===== config.mk =====
export PLATFORM = sky130hd
export DESIGN_NAME = wave_period_meter
export DESIGN_NICKNAME = d
export VERILOG_FILES = /design/src/rtl/wave_period_meter_pkg.sv /design/src/rtl/wave_period_meter_tick_prescaler.sv /design/src/rtl/wave_period_meter.sv
export SDC_FILE = /design/constraint.sdc
export NUM_CORES = 1
export LEC_CHECK = 0
export ABC_AREA = 1
export BUFFER_PORTS_ARGS = -buffer_cell sky130_fd_sc_hd__buf_2
export CAP_MARGIN = 10
export CORE_ASPECT_RATIO = 1.25
export CORE_MARGIN = 2
export CORE_UTILIZATION = 58
export CTS_BUF_LIST = sky130_fd_sc_hd__clkbuf_2
export CTS_CLUSTER_SIZE = 14
export DETAILED_ROUTE_END_ITERATION = 7
export PLACE_DENSITY = 0.79
export SETUP_SLACK_MARGIN = 0.4
export SYNTH_ARGS = -nofsm -noshare
export SYNTH_HDL_FRONTEND = slang
export SYNTH_SLANG_ARGS = --single-unit

===== constraint.sdc =====
create_clock -name clk -period 1.8 [get_ports clk]
set_input_delay 0.09 -clock clk [delete_from_list [all_inputs] [get_ports clk]]
set_output_delay 0.09 -clock clk [all_outputs]
set_load 0.02 [all_outputs]

===== src/rtl/wave_period_meter_pkg.sv =====
// Shared definitions for the wave period meter and the square-wave generator.
// Holds the phase FSM encoding, the default tick divider and counter limits.
package wave_period_meter_pkg;

  typedef enum logic [1:0] {
    IDLE = 2'd0,
    HIGH = 2'd1,
    LOW  = 2'd2
  } state_t;

  // Default divider: 12 clocks = 1 us at 12 MHz; the generator uses the same tick.
  localparam int TICK_DIV_DEF = 12;
  localparam int CNT_W_DEF    = 8;
  localparam int CNT_MAX      = (1 << CNT_W_DEF) - 1;

  // Saturation value of a w-bit phase counter.
  function automatic int cnt_max(input int w);
    return (1 << w) - 1;
  endfunction

endpackage


===== src/rtl/wave_period_meter_tick_prescaler.sv =====
// Free-running tick divider: counts 0..TICK_DIV-1 and flags the last count.
// A clear restarts the count so that the next tick lands TICK_DIV cycles later.
module tick_prescaler
  import wave_period_meter_pkg::*;
#(
  parameter int TICK_DIV = TICK_DIV_DEF
) (
  input  logic clk,
  input  logic reset,
  input  logic clear,
  output logic tick
);

  localparam int PW = $clog2(TICK_DIV);
  localparam logic [PW-1:0] LAST = PW'(TICK_DIV - 1);

  logic [PW-1:0] pcnt;

  // Divider counter: wrap at LAST, restart on clear.
  always_ff @(posedge clk or posedge reset) begin
    if (reset) begin
      pcnt <= '0;
    end else if (clear || (pcnt == LAST)) begin
      pcnt <= '0;
    end else begin
      pcnt <= pcnt + 1'b1;
    end
  end

  assign tick = (pcnt == LAST);

endmodule


===== src/rtl/wave_period_meter.sv =====
// Measures high and low phase durations of wave_in in prescaled ticks and
// reports them once per complete period with a one-cycle valid strobe.
// Optional macro WAVE_PERIOD_METER_SYNC_EN inserts a two-flop synchronizer
// in front of the edge register (adds two cycles of latency, same counts).
//
// state | meaning
// IDLE  | after reset, waiting for the first rising edge
// HIGH  | counting ticks of the high phase into hcnt
// LOW   | counting ticks of the low phase into lcnt
module wave_period_meter
  import wave_period_meter_pkg::*;
#(
  parameter int TICK_DIV = TICK_DIV_DEF,
  parameter int CNT_W    = CNT_W_DEF
) (
  input  logic             clk,
  input  logic             reset,
  input  logic             wave_in,
  output logic [CNT_W-1:0] high_count,
  output logic [CNT_W-1:0] low_count,
  output logic             valid,
  output logic             sat,
  output logic             stuck
);

  localparam logic [CNT_W-1:0] CNT_LIM = CNT_W'(cnt_max(CNT_W));

  logic w_pre;

`ifdef WAVE_PERIOD_METER_SYNC_EN
  localparam int VLD_D = 4;
  logic [1:0] sync_q;

  // Two-flop synchronizer for an asynchronous wave source.
  always_ff @(posedge clk or posedge reset) begin
    if (reset) begin
      sync_q <= '0;
    end else begin
      sync_q <= {sync_q[0], wave_in};
    end
  end

  assign w_pre = sync_q[1];
`else
  localparam int VLD_D = 2;
  assign w_pre = wave_in;
`endif

  logic             w_q, w_d;
  logic [VLD_D-1:0] vld;
  logic             primed;
  logic             rise, fall;
  logic             pre_edge;
  logic             tick;

  // Edge register plus a fill marker: edges only count once w_d holds a real
  // sample, so a level already present at reset release is not taken as an edge.
  always_ff @(posedge clk or posedge reset) begin
    if (reset) begin
      w_q <= 1'b0;
      w_d <= 1'b0;
      vld <= '0;
    end else begin
      w_q <= w_pre;
      w_d <= w_q;
      vld <= {vld[VLD_D-2:0], 1'b1};
    end
  end

  assign primed = vld[VLD_D-1];
  assign rise   = primed &  w_q & ~w_d;
  assign fall   = primed & ~w_q &  w_d;

  // The prescaler is cleared one cycle ahead of the detected edge, so it sits at
  // 0 in the edge cycle itself. The edge cycle is then tick slot 0 of the new
  // phase (count = floor(L/TICK_DIV)) and a tick can never coincide with an edge.
  assign pre_edge = w_pre ^ w_q;

  tick_prescaler #(
    .TICK_DIV(TICK_DIV)
  ) u_prescaler (
    .clk  (clk),
    .reset(reset),
    .clear(pre_edge),
    .tick (tick)
  );

  state_t           state, state_nxt;
  logic [CNT_W-1:0] hcnt, lcnt, hcnt_nxt, lcnt_nxt;
  logic [CNT_W-1:0] hcnt_inc, lcnt_inc;
  logic             sat_i, sat_i_nxt;
  logic             report;

  assign hcnt_inc = hcnt + 1'b1;
  assign lcnt_inc = lcnt + 1'b1;

  // State and phase counter registers.
  always_ff @(posedge clk or posedge reset) begin
    if (reset) begin
      state <= IDLE;
      hcnt  <= '0;
      lcnt  <= '0;
      sat_i <= 1'b0;
    end else begin
      state <= state_nxt;
      hcnt  <= hcnt_nxt;
      lcnt  <= lcnt_nxt;
      sat_i <= sat_i_nxt;
    end
  end

  // Next state, saturating phase counters and the report request.
  always_comb begin
    state_nxt = state;
    hcnt_nxt  = hcnt;
    lcnt_nxt  = lcnt;
    sat_i_nxt = sat_i;
    report    = 1'b0;
    case (state)
      IDLE: begin
        if (rise) begin
          hcnt_nxt  = '0;
          state_nxt = HIGH;
        end
      end
      HIGH: begin
        if (fall) begin
          lcnt_nxt  = '0;
          state_nxt = LOW;
        end else if (tick && (hcnt != CNT_LIM)) begin
          hcnt_nxt = hcnt_inc;
          if (hcnt_inc == CNT_LIM) begin
            sat_i_nxt = 1'b1;
          end
        end
      end
      LOW: begin
        if (rise) begin
          hcnt_nxt  = '0;
          state_nxt = HIGH;
          report    = 1'b1;
          sat_i_nxt = 1'b0;
        end else if (tick && (lcnt != CNT_LIM)) begin
          lcnt_nxt = lcnt_inc;
          if (lcnt_inc == CNT_LIM) begin
            sat_i_nxt = 1'b1;
          end
        end
      end
      default: begin
        state_nxt = IDLE;
      end
    endcase
  end

  // Result latch: counts and saturation flag of the period that just closed.
  always_ff @(posedge clk or posedge reset) begin
    if (reset) begin
      valid      <= 1'b0;
      high_count <= '0;
      low_count  <= '0;
      sat        <= 1'b0;
    end else begin
      valid <= report;
      if (report) begin
        high_count <= hcnt;
        low_count  <= lcnt;
        sat        <= sat_i;
      end
    end
  end

  assign stuck = ((state == HIGH) && (hcnt == CNT_LIM)) ||
                 ((state == LOW)  && (lcnt == CNT_LIM));

endmodule


==> results of run 1 <==
==> cells in the final DEF (no fill, tap or decap), types with 7 or more instances in the layout <==
cell,n
sky130_fd_sc_hd__o22ai_2,11
sky130_fd_sc_hd__dfrtp_1,42
sky130_fd_sc_hd__buf_2,20
sky130_fd_sc_hd__nor2_4,7
sky130_fd_sc_hd__nand2_1,56
sky130_fd_sc_hd__nor2_1,8
sky130_fd_sc_hd__nand3_1,15
sky130_fd_sc_hd__o21ai_0,15
sky130_fd_sc_hd__buf_4,21
sky130_fd_sc_hd__buf_6,7
sky130_fd_sc_hd__inv_1,30
==> final timing paths <==
| check | startpoint | endpoint | slack [ps] |
|---|---|---|---|
| worst max-delay path | hcnt[0]$_DFFE_PP0P_ | sat_i$_DFFE_PP0P_ | -60 |
| worst min-delay path | reset | lcnt[6]$_DFFE_PP0P_ | 230 |
| worst max register to register | hcnt[0]$_DFFE_PP0P_ | sat_i$_DFFE_PP0P_ | -60 |
| worst min register to register | vld[0]$_DFF_PP0_ | vld[1]$_DFF_PP0_ | 380 |
| max in group asynchronous | reset | state[0]$_DFFE_PP0P_ | 1020 |
| min in group clk | wave_in | w_q$_DFF_PP0_ | 360 |
==> cell usage after synthesis <==
cell / n / area (um^2)
sky130_fd_sc_hd__nand2_1: 60 / 225
sky130_fd_sc_hd__dfrtp_1: 45 / 1130
sky130_fd_sc_hd__inv_1: 34 / 128
sky130_fd_sc_hd__o21ai_0: 20 / 100
sky130_fd_sc_hd__nand3_1: 17 / 85.1
sky130_fd_sc_hd__o22ai_1: 11 / 68.8
sky130_fd_sc_hd__nor2_1: 10 / 37.5
sky130_fd_sc_hd__inv_2: 6 / 22.5
sky130_fd_sc_hd__ha_1: 5 / 62.6
sky130_fd_sc_hd__nand4_1: 5 / 31.3
sky130_fd_sc_hd__nand3_2: 4 / 40.0
sky130_fd_sc_hd__nor2_4: 4 / 45.0
sky130_fd_sc_hd__a21oi_1: 3 / 15.0
sky130_fd_sc_hd__buf_2: 3 / 15.0
sky130_fd_sc_hd__nand2_2: 3 / 18.8
sky130_fd_sc_hd__o21ai_1: 3 / 15.0
sky130_fd_sc_hd__o21ai_2: 3 / 26.3
sky130_fd_sc_hd__a21oi_2: 2 / 17.5
sky130_fd_sc_hd__nor2_2: 2 / 12.5
sky130_fd_sc_hd__buf_6: 1 / 11.3
sky130_fd_sc_hd__conb_1: 1 / 3.75
sky130_fd_sc_hd__nor2_8: 1 / 20.0
sky130_fd_sc_hd__o211ai_1: 1 / 7.51
sky130_fd_sc_hd__o31ai_4: 1 / 21.3
sky130_fd_sc_hd__o32ai_1: 1 / 8.76
sky130_fd_sc_hd__or2_2: 1 / 6.26
sky130_fd_sc_hd__xnor2_1: 1 / 8.76
==> cell type report <==
type | count | area share
Clock buffer | 6 | 0.0104
Clock inverter | 2 | 0.0117
Inverter | 40 | 0.0548
Multi-Input combinational cell | 160 | 0.383
Sequential cell | 45 | 0.393
Tap cell | 39 | 0.0170
Timing Repair Buffer | 51 | 0.131
==> worst max-delay path, cell delays in order, from the launching register on <==
cell and delay [ps]:
sky130_fd_sc_hd__dfrtp_1 470, sky130_fd_sc_hd__ha_4 190, sky130_fd_sc_hd__nand2_4 80, sky130_fd_sc_hd__buf_4 110, sky130_fd_sc_hd__buf_6 90, sky130_fd_sc_hd__inv_2 40
sky130_fd_sc_hd__nor2_2 120, sky130_fd_sc_hd__nand3_1 90, sky130_fd_sc_hd__nor2_1 120, sky130_fd_sc_hd__nand3_1 100, sky130_fd_sc_hd__nand2_1 120, sky130_fd_sc_hd__nand3_1 120
sky130_fd_sc_hd__nand2_1 80, sky130_fd_sc_hd__nand2_1 50
==> repair_timing <==
| item | CTS | global route |
|---|---|---|
| endpoints found under the hold margin | 21 | 0 |
| pin swaps | 13 | 10 |
| setup endpoints to repair | 24 | 34 |
| gates cloned | 1 | 0 |
| setup buffers | 19 | 7 |
| resized for setup | 42 | 15 |
| hold buffers | 2 | 0 |
==> cell families after synthesis <==
family,after synthesis
flops,45
buf+inv,44
xor+xnor,1
other cells,1
fa+ha+maj,5
compound gates,45
simple gates,107
==> through the flow <==
stage                      util  instance area (um^2)  hold WS, ps  worst slack [ps]  power [mW]
after floorplan               -                  2190          121               370        1.48
after global placement    0.661                  2340          172               100        1.55
after detailed placement  0.661                  2340          169               103        1.57
after CTS                 0.782                  2770          229             -3.95        2.28
after global routing      0.812                  2880          279              -177        2.48
final                     0.812                  2880          226             -60.0        2.40
==> flip-flops by register name, summed over array words and instances (netlist names) <==
name / cells
hcnt: 8
high_count: 8
lcnt: 8
low_count: 8
u_prescaler.pcnt: 4
state: 2
vld: 2
sat: 1
sat_i: 1
valid: 1
w_d: 1
w_q: 1
==> routing by layer <==
| layer | share of wire | routed length [um] | global-route usage | vias to the layer above |
|---|---|---|---|---|
| li1 | - | - | - | 918 |
| met1 | 0.38 | 2150 | 0.323 | 984 |
| met2 | 0.49 | 2760 | 0.432 | 101 |
| met3 | 0.069 | 386 | 0.0624 | 34 |
| met4 | 0.055 | 306 | 0.126 | 0 |
| met5 | 0 | 0 | 0 | - |
==> power by group through the flow <==
| stage | clock [mW] | combinational (mW) | sequential, mW |
|---|---|---|---|
| floorplan | 0 | 0.300 | 1.18 |
| global placement | 0 | 0.387 | 1.17 |
| detailed placement | 0 | 0.397 | 1.17 |
| CTS | 0.558 | 0.568 | 1.15 |
| global route | 0.594 | 0.711 | 1.18 |
| finish | 0.556 | 0.670 | 1.17 |
==> reports/qor.json, run 1 <==
{
  "worstHoldPathType": "primary input to asynchronous set/reset pin",
  "syn_area_um2": 2180,
  "placed_cells_incl_taps": 306,
  "maxSlewViolCount": 0,
  "path_clk_slew_ps": 230,
  "switching_share": 0.332,
  "num_vias": 2037,
  "post_synth_mux_area_share": 0,
  "initial_core_util": 0.615,
  "diodes": 0,
  "timing.final.hold_violations": 0,
  "wire_length_of_the_first_global_routing_pass_um": 8460,
  "vdd_drop_max_mv": 0.610,
  "first_global_vias": 1865,
  "dominant_combinational_cell_family_by_area_after_synthesis": "simple AND/OR/NAND/NOR gates",
  "antenna_violations_before_repair": 0,
  "power_frac_clock": 0.232,
  "drtAntennaViolNets": 0,
  "synth.lib_cells_used.distinct": 27,
  "slew-limit-headroom": 0.481,
  "xor_and_xnor_fraction_of_the_mapped_netlist_area": 0.00402,
  "cell_internal_pwr_mw": 1.60,
  "final_cell_count_no_fill": 343,
  "drt_pre_antenna_iters": 7,
  "total_switching_power_uw": 797,
  "boundaryPins": 22,
  "post_route_cells_drive_above_1_share": 0.378,
  "endpoint_kind": "flip-flop",
  "globalRoute.totalOverflow": 0,
  "required_worst_endpoint_ps": 2140,
  "timing.fmax_mhz": 538,
  "avgRoutedWirePerCell_um": 16.3,
  "place_congestion": 0.883,
  "failing_checks": "design-rule violations, negative setup slack",
  "detailed_place_hpwl_um": 2860,
  "power_frac_seq": 0.489,
  "synth_cells": 248,
  "fin_crit_sh": 1.03,
  "vias_per_cell": 5.94,
  "setup_violations": 2,
  "place.port_buffers": 21,
  "worst_pin_slew_ps": 774,
  "start_kind": "flip-flop",
  "worstRegToRegCells": 13,
  "row_count": 24,
  "synth-seq-cells": 45,
  "clk-insertion-delay-late_ps": 420,
  "power.density_cell_area_nw_per_um2": 833,
  "period_minus_slack_ps": 1860,
  "final_critical_path_setup_slack_ps": -60.0,
  "fp.dieW_um": 58.8,
  "worst_ep_arrival_time_ps": 2200,
  "cts_buffers": 5,
  "syn_avg_cell_area_um2": 8.79,
  "comb_power_share": 0.279,
  "n_fill_cell": 200,
  "route.final.wire_length_um": 5600,
  "die-height_um": 72.5,
  "drv.max_cap_violation_count": 0,
  "finalNetCount": 311,
  "detail_route.iter0.violations": 154,
  "synth_nets": 256,
  "cts.root.buffer_cell": "sky130_fd_sc_hd__clkbuf_2",
  "pin_count_of_the_biggest_net_entering_global_routing": 35,
  "timing.critical_path.fanout_max": 2,
  "tritoncts": "yes",
  "cts.htree.levels": 2,
  "total_grt_usage": 0.263,
  "synth_simple_gate_area_share": 0.239,
  "result_of_the_run": "finished, violations left",
  "cts-root-to-sink-buffers": 2,
  "area.growth.synth_to_final_pct": 32.0,
  "drc": 3,
  "share_of_the_synthesized_area_in_compound_gates_ao_oa_aoi_oai": 0.129,
  "core_area_um2": 3540,
  "yosysWarnings": 0,
  "regArea_um2": 1130,
  "synthAdderAreaFrac": 0.0287,
  "setup_repair_after_global_routing_missed_its_margin": "true",
  "synth.yosys.seq_area_share": 0.517,
  "setup_tns_ps": -105,
  "multi_input_comb_area_um2": 1100,
  "crit_type": "flip-flop to flip-flop",
  "clock_sinks": 45,
  "die-area_um2": 4270,
  "leakagePower_nw": 1.38,
  "clock_skew_after_layout_ps": 23.1
}
Note: power is estimated with default switching activity, not from simulation.
==> inputs of run 2 (changes only) <==
CORE_ASPECT_RATIO = default   (was 1.25)
==> reports/qor.json, run 2 (synthesized netlist as in run 1, its figures left out) <==
{
  "setup_violations": 0,
  "detail_route.iter0.violations": 201,
  "core_area_um2": 3630,
  "avgRoutedWirePerCell_um": 13.7,
  "worst_pin_slew_ps": 569,
  "worst_ep_arrival_time_ps": 1690,
  "cts_buffers": 5,
  "finalNetCount": 308,
  "final_cell_count_no_fill": 347,
  "fin_crit_sh": 0.992,
  "row_count": 22,
  "cp_cell_sequence": "ha_4, nand2_4, nor2_4, nand4_1, o22ai_2, buf_6",
  "place_congestion": 0.843,
  "vdd_drop_max_mv": 0.454,
  "most_common_cell_after_layout_fill_and_taps_aside": "sky130_fd_sc_hd__nand2_1",
  "post-layout-total-power_mw": 2.10,
  "cts.htree.levels": 2,
  "reg2reg_to": "hcnt[0]$_DFFE_PP0P_",
  "timing.fmax_mhz": 560,
  "placement.cell_area_um2": 2350,
  "fp.dieW_um": 65.3,
  "final_critical_path_setup_slack_ps": 15.1,
  "clk-insertion-delay-late_ps": 400,
  "initial_core_util": 0.600,
  "rrSetupSlack_ps": 100,
  "cts.root.buffer_cell": "sky130_fd_sc_hd__clkbuf_2",
  "die-area_um2": 4260,
  "route.final.wire_length_um": 4750,
  "worstHoldPathType": "primary input to asynchronous set/reset pin",
  "reg_to_reg_start": "hcnt[1]$_DFFE_PP0P_",
  "endpoint_kind": "primary output",
  "drtAntennaViolNets": 0,
  "first_global_vias": 1736,
  "area.growth.synth_to_final_pct": 28.8,
  "vias_per_cell": 5.36,
  "clock_sinks": 45,
  "antenna_violations_before_repair": 0,
  "critPathSlowestCell": "sky130_fd_sc_hd__dfrtp_1",
  "post_route_cells_drive_above_1_share": 0.355,
  "drv.max_cap_violation_count": 0,
  "pin_count_of_the_biggest_net_entering_global_routing": 46,
  "num_vias": 1861,
  "stdcell_area_um2": 2810,
  "detailed_place_hpwl_um": 2770,
  "total_grt_usage": 0.234,
  "setup_tns_ps": 0,
  "crit_path_start": "hcnt[1]$_DFFE_PP0P_",
  "timing.critical_path.fanout_max": 3,
  "cts-root-to-sink-buffers": 2,
  "placed_cells_incl_taps": 316,
  "path_clk_slew_ps": 220,
  "fin_hold_ws_ps": 342,
  "final_cell_mix": "56 x sky130_fd_sc_hd__nand2_1, 43 x sky130_fd_sc_hd__dfrtp_1, 31 x sky130_fd_sc_hd__inv_1",
  "cpPeakStageDelay_ps": 450,
  "place_ws_ps": 99.0,
  "required_worst_endpoint_ps": 1710,
  "clock_skew_after_layout_ps": 25.1,
  "tritoncts": "yes",
  "n_fill_cell": 246,
  "die-height_um": 65.3,
  "boundaryPins": 22,
  "maxSlewViolCount": 0,
  "result_of_the_run": "finished, final reports clean",
  "timing.final.hold_violations": 0,
  "final_util": 0.773,
  "diodes": 0,
  "start_kind": "flip-flop",
  "setup_repair_after_global_routing_missed_its_margin": "true",
  "slew-limit-headroom": 0.621,
  "period_minus_slack_ps": 1780,
  "leakagePower_nw": 1.35,
  "wire_length_of_the_first_global_routing_pass_um": 7700,
  "worstRegToRegCells": 10,
  "drt_pre_antenna_iters": 4,
  "crit_type": "flip-flop to primary output",
  "place.port_buffers": 21,
  "globalRoute.totalOverflow": 0,
  "power.density_cell_area_nw_per_um2": 749,
  "drc": 0
}
==> run 2: final cells by class <==
type,count,area [um^2],share of cell area
Clock buffer,5,25.0,0.00891
Clock inverter,1,5.00,0.00178
Inverter,40,155,0.0553
Multi-Input combinational cell,160,1080,0.386
Sequential cell,45,1130,0.402
Tap cell,48,60.1,0.0214
Timing Repair Buffer,48,349,0.124
==> run 2: worst max-delay path by stage <==
stage / slack (ps) / end / cells past startpoint
floorplan: 370 / hcnt[0]$_DFFE_PP0P_ / 8
global placement: 120 / hcnt[0]$_DFFE_PP0P_ / 8
detailed placement: 100 / hcnt[0]$_DFFE_PP0P_ / 8
CTS: 20 / stuck / 6
global route: -90 / stuck / 6
finish: 20 / stuck / 6
==> run 2: layer usage <==
layer  wire length, um  up-vias  global-route usage  share of wire
met5                 0        -                   0              0
met4                38        0              0.0521         0.0080
met3               241        5              0.0582          0.051
met2              2330       51               0.381           0.49
met1              2150      901               0.317           0.45
li1                  -      904                   -              -
==> run 2: power breakdown <==
part / internal [mW] / switching, mW
clock: 0.0793 / 0.295
combinational: 0.229 / 0.344
sequential: 1.09 / 0.0687
==> run 2: critical path, delay by kind of cell, from the launching register on <==
| family | cells | cell delay (ps) |
|---|---|---|
| AO/OA/AOI/OAI | 1 | 180 |
| buffers and inverters | 1 | 150 |
| AND/OR/NAND/NOR | 3 | 350 |
| flip-flops | 1 | 450 |
| adder cells (fa/ha/maj) | 1 | 170 |
==> run 2: what timing repair did <==
| item | in CTS | in global routing |
|---|---|---|
| cloned | 1 | 0 |
| resized for setup | 35 | 13 |
| hold buffers | 2 | 0 |
| buffers inserted | 18 | 4 |
| hold endpoints to repair | 47 | 0 |
| pin swaps | 6 | 4 |
| endpoints found under the setup margin | 34 | 31 |
